**config.mk**
```make
export PLATFORM = sky130hd
export DESIGN_NAME = sevseg_digit_driver
export DESIGN_NICKNAME = d
export VERILOG_FILES = /design/src/rtl/sevseg_digit_driver.sv
export SDC_FILE = /design/constraint.sdc
export NUM_CORES = 1
export LEC_CHECK = 0
export ABC_AREA = 1
export ABC_CLOCK_PERIOD_IN_PS = 2300
export BUFFER_PORTS_ARGS = -buffer_cell sky130_fd_sc_hd__buf_4
export CAP_MARGIN = 0
export CORE_MARGIN = 4
export CORE_UTILIZATION = 55
export CTS_CLUSTER_SIZE = 20
export DETAILED_ROUTE_END_ITERATION = 6
export PLACE_DENSITY = 0.77
export SLEW_MARGIN = 20
export SYNTH_ARGS = -nofsm -noshare
export SYNTH_HDL_FRONTEND = slang
export SYNTH_SLANG_ARGS = --single-unit
```
**constraint.sdc**
```tcl
create_clock -name clk -period 2.3 [get_ports clk]
set_clock_uncertainty 0.1 [all_clocks]
set_input_delay 0.345 -clock clk [delete_from_list [all_inputs] [get_ports clk]]
set_output_delay 0.345 -clock clk [all_outputs]
set_load 0.02 [all_outputs]
```
**src/rtl/sevseg_digit_driver.sv**
```systemverilog
// rtl/sevseg_digit_driver.sv - 4-digit common-anode 7-seg driver with double-buffered value and dead-time blanking
// Optional: SEVSEG_HEX_EN enables A-F glyphs (otherwise A-F show blank)
module sevseg_digit_driver #(
    parameter int BLANK_CYCLES = 4
) (
    input  logic        clk,
    input  logic        rst_n,
    input  logic [3:0]  anode_in,
    input  logic [15:0] val_in,
    input  logic [3:0]  dp_in,
    input  logic        val_valid,
    output logic        val_ready,
    output logic [3:0]  an_out,
    output logic [6:0]  seg,
    output logic        dp
);

    localparam int CW = (BLANK_CYCLES > 0) ? $clog2(BLANK_CYCLES + 1) : 1;

    function automatic logic [6:0] decode(input logic [3:0] n);
        logic [6:0] s;
        case (n)
            4'h0: s = 7'h40;
            4'h1: s = 7'h79;
            4'h2: s = 7'h24;
            4'h3: s = 7'h30;
            4'h4: s = 7'h19;
            4'h5: s = 7'h12;
            4'h6: s = 7'h02;
            4'h7: s = 7'h78;
            4'h8: s = 7'h00;
            4'h9: s = 7'h10;
`ifdef SEVSEG_HEX_EN
            4'hA: s = 7'h08;
            4'hB: s = 7'h03;
            4'hC: s = 7'h46;
            4'hD: s = 7'h21;
            4'hE: s = 7'h06;
            4'hF: s = 7'h0E;
`endif
            default: s = 7'h7F;
        endcase
        return s;
    endfunction

    logic [3:0]    anode_q;
    logic [15:0]   active_val;
    logic [3:0]    active_dp;
    logic [15:0]   pend_val;
    logic [3:0]    pend_dp;
    logic          pend_full;
    logic [CW-1:0] blank_cnt;

    logic          change;
    logic          boundary;
    logic          capture;
    logic          onehot;
    logic [3:0]    nibble;
    logic          dp_bit;

    assign val_ready = ~pend_full;
    assign change    = (anode_in != anode_q);
    assign boundary  = change && (anode_in == 4'b0001);
    assign capture   = val_valid && val_ready;

    // Digit selection follows the registered anode so data and anode move together
    always_comb begin
        nibble = 4'h0;
        dp_bit = 1'b0;
        onehot = 1'b1;
        case (anode_q)
            4'b0001: begin nibble = active_val[3:0];   dp_bit = active_dp[0]; end
            4'b0010: begin nibble = active_val[7:4];   dp_bit = active_dp[1]; end
            4'b0100: begin nibble = active_val[11:8];  dp_bit = active_dp[2]; end
            4'b1000: begin nibble = active_val[15:12]; dp_bit = active_dp[3]; end
            default: onehot = 1'b0;
        endcase
    end

    always_ff @(posedge clk or negedge rst_n) begin
        if (!rst_n) begin
            anode_q    <= 4'h0;
            active_val <= 16'h0000;
            active_dp  <= 4'h0;
            pend_val   <= 16'h0000;
            pend_dp    <= 4'h0;
            pend_full  <= 1'b0;
        end else begin
            anode_q <= anode_in;
            // Commit and capture are exclusive: capture needs an empty pending buffer
            if (boundary && pend_full) begin
                active_val <= pend_val;
                active_dp  <= pend_dp;
                pend_full  <= 1'b0;
            end else if (capture) begin
                pend_val  <= val_in;
                pend_dp   <= dp_in;
                pend_full <= 1'b1;
            end
        end
    end

    always_ff @(posedge clk or negedge rst_n) begin
        if (!rst_n) begin
            blank_cnt <= '0;
        end else if (change) begin
            blank_cnt <= CW'(BLANK_CYCLES);
        end else if (blank_cnt != '0) begin
            blank_cnt <= blank_cnt - CW'(1);
        end
    end

    always_ff @(posedge clk or negedge rst_n) begin
        if (!rst_n) begin
            an_out <= 4'hF;
            seg    <= 7'h7F;
            dp     <= 1'b1;
        end else if ((blank_cnt == '0) && onehot) begin
            an_out <= ~anode_q;
            seg    <= decode(nibble);
            dp     <= ~dp_bit;
        end else begin
            an_out <= 4'hF;
            seg    <= 7'h7F;
            dp     <= 1'b1;
        end
    end

endmodule

```
; ---- Yosys cells after proc, flatten, opt, wreduce, memory -nomap -nowiden
; Memories as Yosys holds them, arrays and structs flattened.
; Cells that the tools add are included.
; W data, S select, Z words.
[totals]
rom_bits = 112
n_memories = 1
wordCells = 42
regBits = 60
[mem_list]
columns = memory, depth, word_bits, read_ports, rd_clocked_by_memory_dff, write_ports, line
row1 = (no name shown), 16, 7, 1, 0, 0, 22  ; case (n)
[op_classes]
bitwise_logic = 4
n_reduce_logical = 10
mux = 10
n_eq_ne = 6
add_sub_neg = 1
[op_table]
columns = op, count
row1 = $pmux W4 S4, 1
row2 = $eq A4 B1 Y1 const B, 2
row3 = $mux W7, 1
row4 = $mux W3, 2
row5 = $eq A4 B2 Y1 const B, 1
row6 = $eq A4 B3 Y1 const B, 1
row7 = $eq A4 B4 Y1 const B, 1
row8 = $logic_and A1 B1 Y1, 4
row9 = $mux W1, 4
row10 = $mux W4, 1
row11 = $ne A4 B4 Y1, 1
row12 = $not A4 Y4, 1
row13 = $pmux W1 S4, 1
row14 = $reduce_bool A2 Y1, 2
row15 = $reduce_or A4 Y1, 1
row16 = $logic_not A3 Y1, 1
row17 = $not A1 Y1, 3
row18 = $reduce_bool A3 Y1, 1
row19 = $sub A3 B1 Y3 const B, 1
row20 = $reduce_and A2 Y1, 1

; ---- Logic depth before layout (Yosys ltp)
; Gate-level depths: netlist (run 1).
[depth]
ltp_word = 5
ltp_mapped = 12
mapped_depth_nobuf = 12

; ---- Worst setup path before layout (run 1)
; Ideal clock, no wire load.
[synth_path]
path_type = register to register
startpoint = register anode_q[1]
endpoint = register seg[3]
setup_time_ns = 0.083
stages_incl_launch_ff = 11
setup_slack_ns = 0.545
arrival_time_ns = 1.573
required_time_ns = 2.117
path_cell_list = dfrtp_1 > nor2_2 > inv_1 > nor2_2 > nand2_1 > nand2_1 > nor2_1 > ha_1 > o21bai_1 > nand3_1 > nand2_1
[synth_via]
elab_chain_cells = 5
elab_cells_between_ends = 10
classes_between = eq/ne: 4 / mux: 3 / reduce/logical: 2 / memory: 1
[synth_lines]
columns = element, line
row1 = start: declaration, 46  ; logic [3:0] anode_q;
row2 = start signal: assignment, 89  ; anode_q <= anode_in;
row3 = branches (longest 4 deep; another with $mem_v2 Z16 W7), n/a
row4 = $mux W7 (*), 118  ; end else if ((blank_cnt == '0) && onehot) begin
row5 = end signal: assignment, 120  ; seg <= decode(nibble);
row6 = end: declaration, 14  ; output logic [6:0] seg,
; Every way passes the cells marked *.
; A chain may end at the register's enable or synchronous reset.

; ---- Worst setup path in the final report (run 1)
; Ends and elaborated chain as after synthesis.

==> flow_summary.json, run 1 <==
{
  "die-height_um": 77.4,
  "yosys-top-cells-area": "dfrtp_1 (45%), dfstp_2 (12%), nand2_1 (11%), mux2_2 (5.1%), nand3_1 (4.2%)",
  "grt_use_total": 0.177,
  "ys_seq_elements": 60,
  "final_cell_mix": "nand2_1 (75), dfrtp_1 (48), buf_4 (42), inv_1 (23), nand3_1 (22)",
  "clk_pin_slew_ns": 0.06,
  "h-tree-depth": 3,
  "cts_root_buffer": "clkbuf_8",
  "setup_viol": 0,
  "rr_worst_depth": 10,
  "drv_cap": 0,
  "synth_fp_nets": 304,
  "clock_latency_ns": 0.34,
  "drtAntennaViolNets": 0,
  "antenna_found_initial": 0,
  "grt_overflow": 0,
  "period_share": 0.861,
  "start_util": 0.565,
  "cts_setup_buffers": 0,
  "final_layout_size_suffix_gt1_frac": 0.296,
  "whs_path_depth": 1,
  "io_buffers": 39,
  "area_growth_pct": 21.3,
  "finalCriticalPeriod_ns": 1.98,
  "clk_path_buf_depth": 2,
  "hold_viol": 0,
  "fin_tns_setup_ns": 0,
  "postSynthCellCount": 270,
  "cp_max_fo": 6,
  "syn-cell-area_mm2": 0.00265,
  "grt_max_degree": 61,
  "synth_top_area_frac": 0.453,
  "synth_warnings": 0,
  "power_density_mw_per_mm2": 1030,
  "crit_start": "anode_q[1]",
  "max_slew.worst_pin.slew_ns": 0.764,
  "yosysSeqAreaShare": 0.572,
  "vias": 1909,
  "rsz0062_at_grt": "no",
  "routedWlPerCell_um": 12.6,
  "cp-start-kind": "flip-flop",
  "cts_buffers": 9,
  "gp_congestion": 0.816,
  "drt_wl_total_um": 4710,
  "path_class": "flip-flop to flip-flop",
  "hp-class": "primary input to flip-flop",
  "dieArea_mm2": 0.00600,
  "core_mm2": 0.00469,
  "synth_top_area_cell": "dfrtp_1",
  "min-delay-start": "anode_in[0]",
  "ir_worst_vdd_v": 0.000627,
  "p_leak_nw": 1.63,
  "fmax_mhz": 505,
  "num_io_pins": 40,
  "slew_headroom": 0.489,
  "dpl.hpwl_um": 3360,
  "cts_sinks": 60,
  "ys_types": 26,
  "arrival_ns": 2.14,
  "required_ns": 2.46,
  "syn_area_per_cell_um2": 9.82,
  "end_kind": "flip-flop",
  "final_common_cell": "nand2_1",
  "r2r-start": "anode_q[1]",
  "total_power_mw": 3.32,
  "n_fill_cell": 385,
  "status": "finished clean",
  "drtIter0Drc": 89,
  "grt_first_pass_wirelength_um": 8160,
  "std_cell_rows": 25,
  "viasPerCell": 5.09,
  "cts_tree": "done",
  "slew_violations": 0,
  "first_global_vias": 1835,
  "antenna_cells": 0,
  "final_util": 0.686,
  "drt_pass1_iterations": 4,
  "die_width_um": 77.4,
  "drc_errors": 0,
  "fin_nets": 350
}
[layer usage]
| layer | vias up | global-route usage | share of wire |
|---|---|---|---|
| met1 | 893 | 0.212 | 0.44 |
| met3 | 11 | 0.0615 | 0.054 |
| met2 | 46 | 0.286 | 0.48 |
| met5 | - | 0 | 0 |
| li1 | 959 | - | - |
| met4 | 0 | 0.0854 | 0.023 |
[synth_stat cells]
cell / instances
nand4_1: 1
mux2_2: 12
o21bai_1: 4
clkinv_2: 1
xnor2_1: 5
nor2_4: 2
nand4_2: 2
buf_2: 2
nor2_2: 3
nand2_1: 75
clkbuf_1: 3
nand3_1: 22
nand3_2: 1
nor4_1: 1
inv_1: 23
o21ai_0: 12
ha_1: 7
a21oi_1: 10
dfrtp_1: 48
nor3_1: 1
nand2_2: 3
buf_6: 3
nor2_1: 15
dfstp_2: 12
a21oi_4: 1
or2_2: 1
[cell type report]
| cell class | count | area [um^2] | share of cell area |
|---|---|---|---|
| well taps | 54 | 67.6 | 0.0210 |
| repair buffers | 43 | 325 | 0.101 |
| clock buffers | 12 | 155 | 0.0482 |
| clock inverters | 4 | 72.6 | 0.0226 |
| inverters | 24 | 91.3 | 0.0284 |
| multi-input cells | 178 | 990 | 0.308 |
| flip-flops and latches | 60 | 1520 | 0.471 |
[stage by stage]
step / worst slack [ns] / instances / hold WS (ns) / area, um^2
detailed placement: 0.346 / 358 / 0.350 / 2980
floorplan: 0.545 / 270 / -0.0506 / 2650
CTS: 0.325 / 375 / 0.0362 / 3220
global route: 0.145 / 375 / 0.0285 / 3220
finish: 0.319 / 375 / 0.0425 / 3220
global placement: 0.432 / 358 / 0.348 / 2980
[path summary, 6_finish.rpt]
kind | to | slack [ns]
hold reg to reg | active_val[6] | 0.37
setup / recovery | seg[3] | 0.32
max in group asynchronous | pend_val[14] | 1.11
min in group asynchronous | blank_cnt[2] | 0.51
hold / removal | anode_q[0] | 0.04
setup reg to reg | seg[3] | 0.32
[state kept, by name (all words and copies together) (netlist names)]
name / flops
pend_val: 16
dp: 1
pend_full: 1
active_val: 16
seg: 7
pend_dp: 4
blank_cnt: 3
an_out: 4
anode_q: 4
active_dp: 4
[worst max-delay path, stage by stage, from the launching register on]
cell	delay (ns)
dfrtp_1	0.45
inv_1	0.06
nor2_1	0.32
nand3_1	0.11
nand2_1	0.13
nor2_4	0.06
inv_1	0.10
ha_1	0.24
o21bai_1	0.18
nand3_1	0.09
nand2_1	0.06
[logic make-up after synthesis]
logic type,share of synthesized area
simple gates,0.214
flops,0.572
buf+inv,0.0552
compound gates,0.0590
mux,0.0509
fa+ha+maj,0.0330
xor+xnor,0.0165
[where the power goes]
part,internal (mW),switching (mW),total (mW)
clock,0.667,0.393,1.06
combinational,0.313,0.340,0.653
sequential,1.42,0.190,1.61
total,2.40,0.923,3.32
[timing repair]
item / in CTS / in global routing
hold buffers: 1 / 0
gates resized for setup: 0 / 0
hold endpoints to repair: 46 / 0
Note: power is estimated with default switching activity, not from simulation.
==> run 2: changes to the inputs <==
CELL_PAD_IN_SITES_DETAIL_PLACEMENT = 1   (was not set)
CELL_PAD_IN_SITES_GLOBAL_PLACEMENT = 1   (was not set)
CORE_UTILIZATION = 43   (was 55)
PLACE_DENSITY = not set   (was 0.77)
PLACE_DENSITY_LB_ADDON = 0.1   (was not set)
==> flow_summary.json, run 2 (synthesis results as in run 1) <==
{
  "clock_latency_ns": 0.34,
  "drtAntennaViolNets": 0,
  "p_leak_nw": 1.62,
  "area_growth_pct": 21.9,
  "final_common_cell": "nand2_1",
  "drtIter0Drc": 59,
  "place_ws_ns": 0.298,
  "clk_path_buf_depth": 2,
  "slew_headroom": 0.503,
  "required_ns": 2.47,
  "cts_tree": "done",
  "status": "finished clean",
  "fin_tns_setup_ns": 0,
  "cp-start-kind": "flip-flop",
  "max_slew.worst_pin.slew_ns": 0.745,
  "final_area_mm2": 0.00323,
  "drt_pass1_iterations": 6,
  "holdWs_ns": 0.0337,
  "hold_viol": 0,
  "hp-class": "primary input to flip-flop",
  "final_cell_mix": "nand2_1 (75), dfrtp_1 (48), buf_4 (42), inv_1 (23), nand3_1 (22)",
  "core_mm2": 0.00596,
  "rsz0062_at_grt": "no",
  "cp_max_fo": 9,
  "dieArea_mm2": 0.00749,
  "power_density_mw_per_mm2": 1030,
  "drt_wl_total_um": 5710,
  "end_kind": "flip-flop",
  "placed_cell_area_mm2": 0.00301,
  "fin_nets": 350,
  "grt_use_total": 0.170,
  "setup_viol": 0,
  "routedWlPerCell_um": 14.4,
  "first_global_vias": 2041,
  "largestRegisters": "active_val (16), pend_val (16), seg (7)",
  "antenna_found_initial": 0,
  "grt_first_pass_wirelength_um": 9780,
  "antenna_cells": 0,
  "grt_max_degree": 61,
  "fmax_mhz": 502,
  "cts_sinks": 60,
  "clk_pin_slew_ns": 0.07,
  "h-tree-depth": 3,
  "grt_overflow": 0,
  "vias": 1988,
  "total_power_mw": 3.33,
  "drv_cap": 0,
  "cts_buffers": 9,
  "viasPerCell": 5.02,
  "cts_root_buffer": "clkbuf_8",
  "cts_setup_buffers": 0,
  "setup_ws_ns": 0.310,
  "finalCriticalPeriod_ns": 1.99,
  "io_buffers": 39,
  "gp_congestion": 0.806,
  "num_io_pins": 40,
  "drc_errors": 0,
  "die_width_um": 86.5,
  "arrival_ns": 2.16,
  "period_share": 0.865,
  "std_cell_rows": 28,
  "dpl.hpwl_um": 4090,
  "final_layout_size_suffix_gt1_frac": 0.296,
  "n_fill_cell": 694,
  "slew_violations": 0,
  "die-height_um": 86.5,
  "ir_worst_vdd_v": 0.000552,
  "path_class": "flip-flop to flip-flop",
  "start_util": 0.445
}
run 2: cell count changes in the layout (fill, tap and decap cells not counted), sizes merged:
cell      previous run  this run
clkinvlp             1         2
clkbuf              12        10
clkinv               2         3
run 2: cell type report:
class / instances / area, um^2 / area share
clock buffers: 10 / 128 / 0.0395
clock inverters: 6 / 88.8 / 0.0275
inverters: 24 / 91.3 / 0.0283
multi-input cells: 178 / 990 / 0.306
flip-flops and latches: 60 / 1520 / 0.469
well taps: 75 / 93.8 / 0.0290
repair buffers: 43 / 325 / 0.101
run 2: worst max-delay path, stage by stage (launching register included):
cell	delay, ns
dfrtp_1	0.45
nor2_2	0.34
inv_1	0.10
nor2_2	0.14
nand2_1	0.07
nand2_1	0.06
nor2_1	0.09
ha_1	0.28
o21bai_1	0.17
nand3_1	0.09
nand2_1	0.05
run 2: path summary, 6_finish.rpt:
check	endpoint	slack (ns)	cells past startpoint	startpoint
setup / recovery	seg[3]	0.31	10	anode_q[1]
hold / removal	anode_q[3]	0.03	1	anode_in[3]
setup reg to reg	seg[3]	0.31	10	anode_q[1]
hold reg to reg	active_dp[3]	0.37	2	pend_dp[3]
max in group asynchronous	active_val[14]	1.10	2	rst_n
min in group asynchronous	anode_q[3]	0.51	2	rst_n
run 2: what timing repair did:
action | 4_1_cts | 5_1_grt
hold buffers | 1 | 0
hold endpoints to repair | 16 | 0
gates resized for setup | 0 | 0
run 2: routing by layer:
metal / GRT usage / wire length (um)
met1: 0.218 / 2580
met2: 0.273 / 2740
met3: 0.0342 / 278
met4: 0.0850 / 105
met5: 0 / 0
run 2: power by group:
part	switching (mW)	total, mW	leakage, nW	internal (mW)
logic	0.355	0.668	0.816	0.313
registers	0.199	1.61	0.697	1.41
clock network	0.440	1.05	0.102	0.610
run 2: per-stage QoR:
stage | std cells | utilization
4_1_cts | 396 | 0.543
2_1_floorplan | 270 | -
3_5_place_dp | 379 | 0.505
5_1_grt | 396 | 0.543
3_3_place_gp | 379 | 0.505
6_report | 396 | 0.543
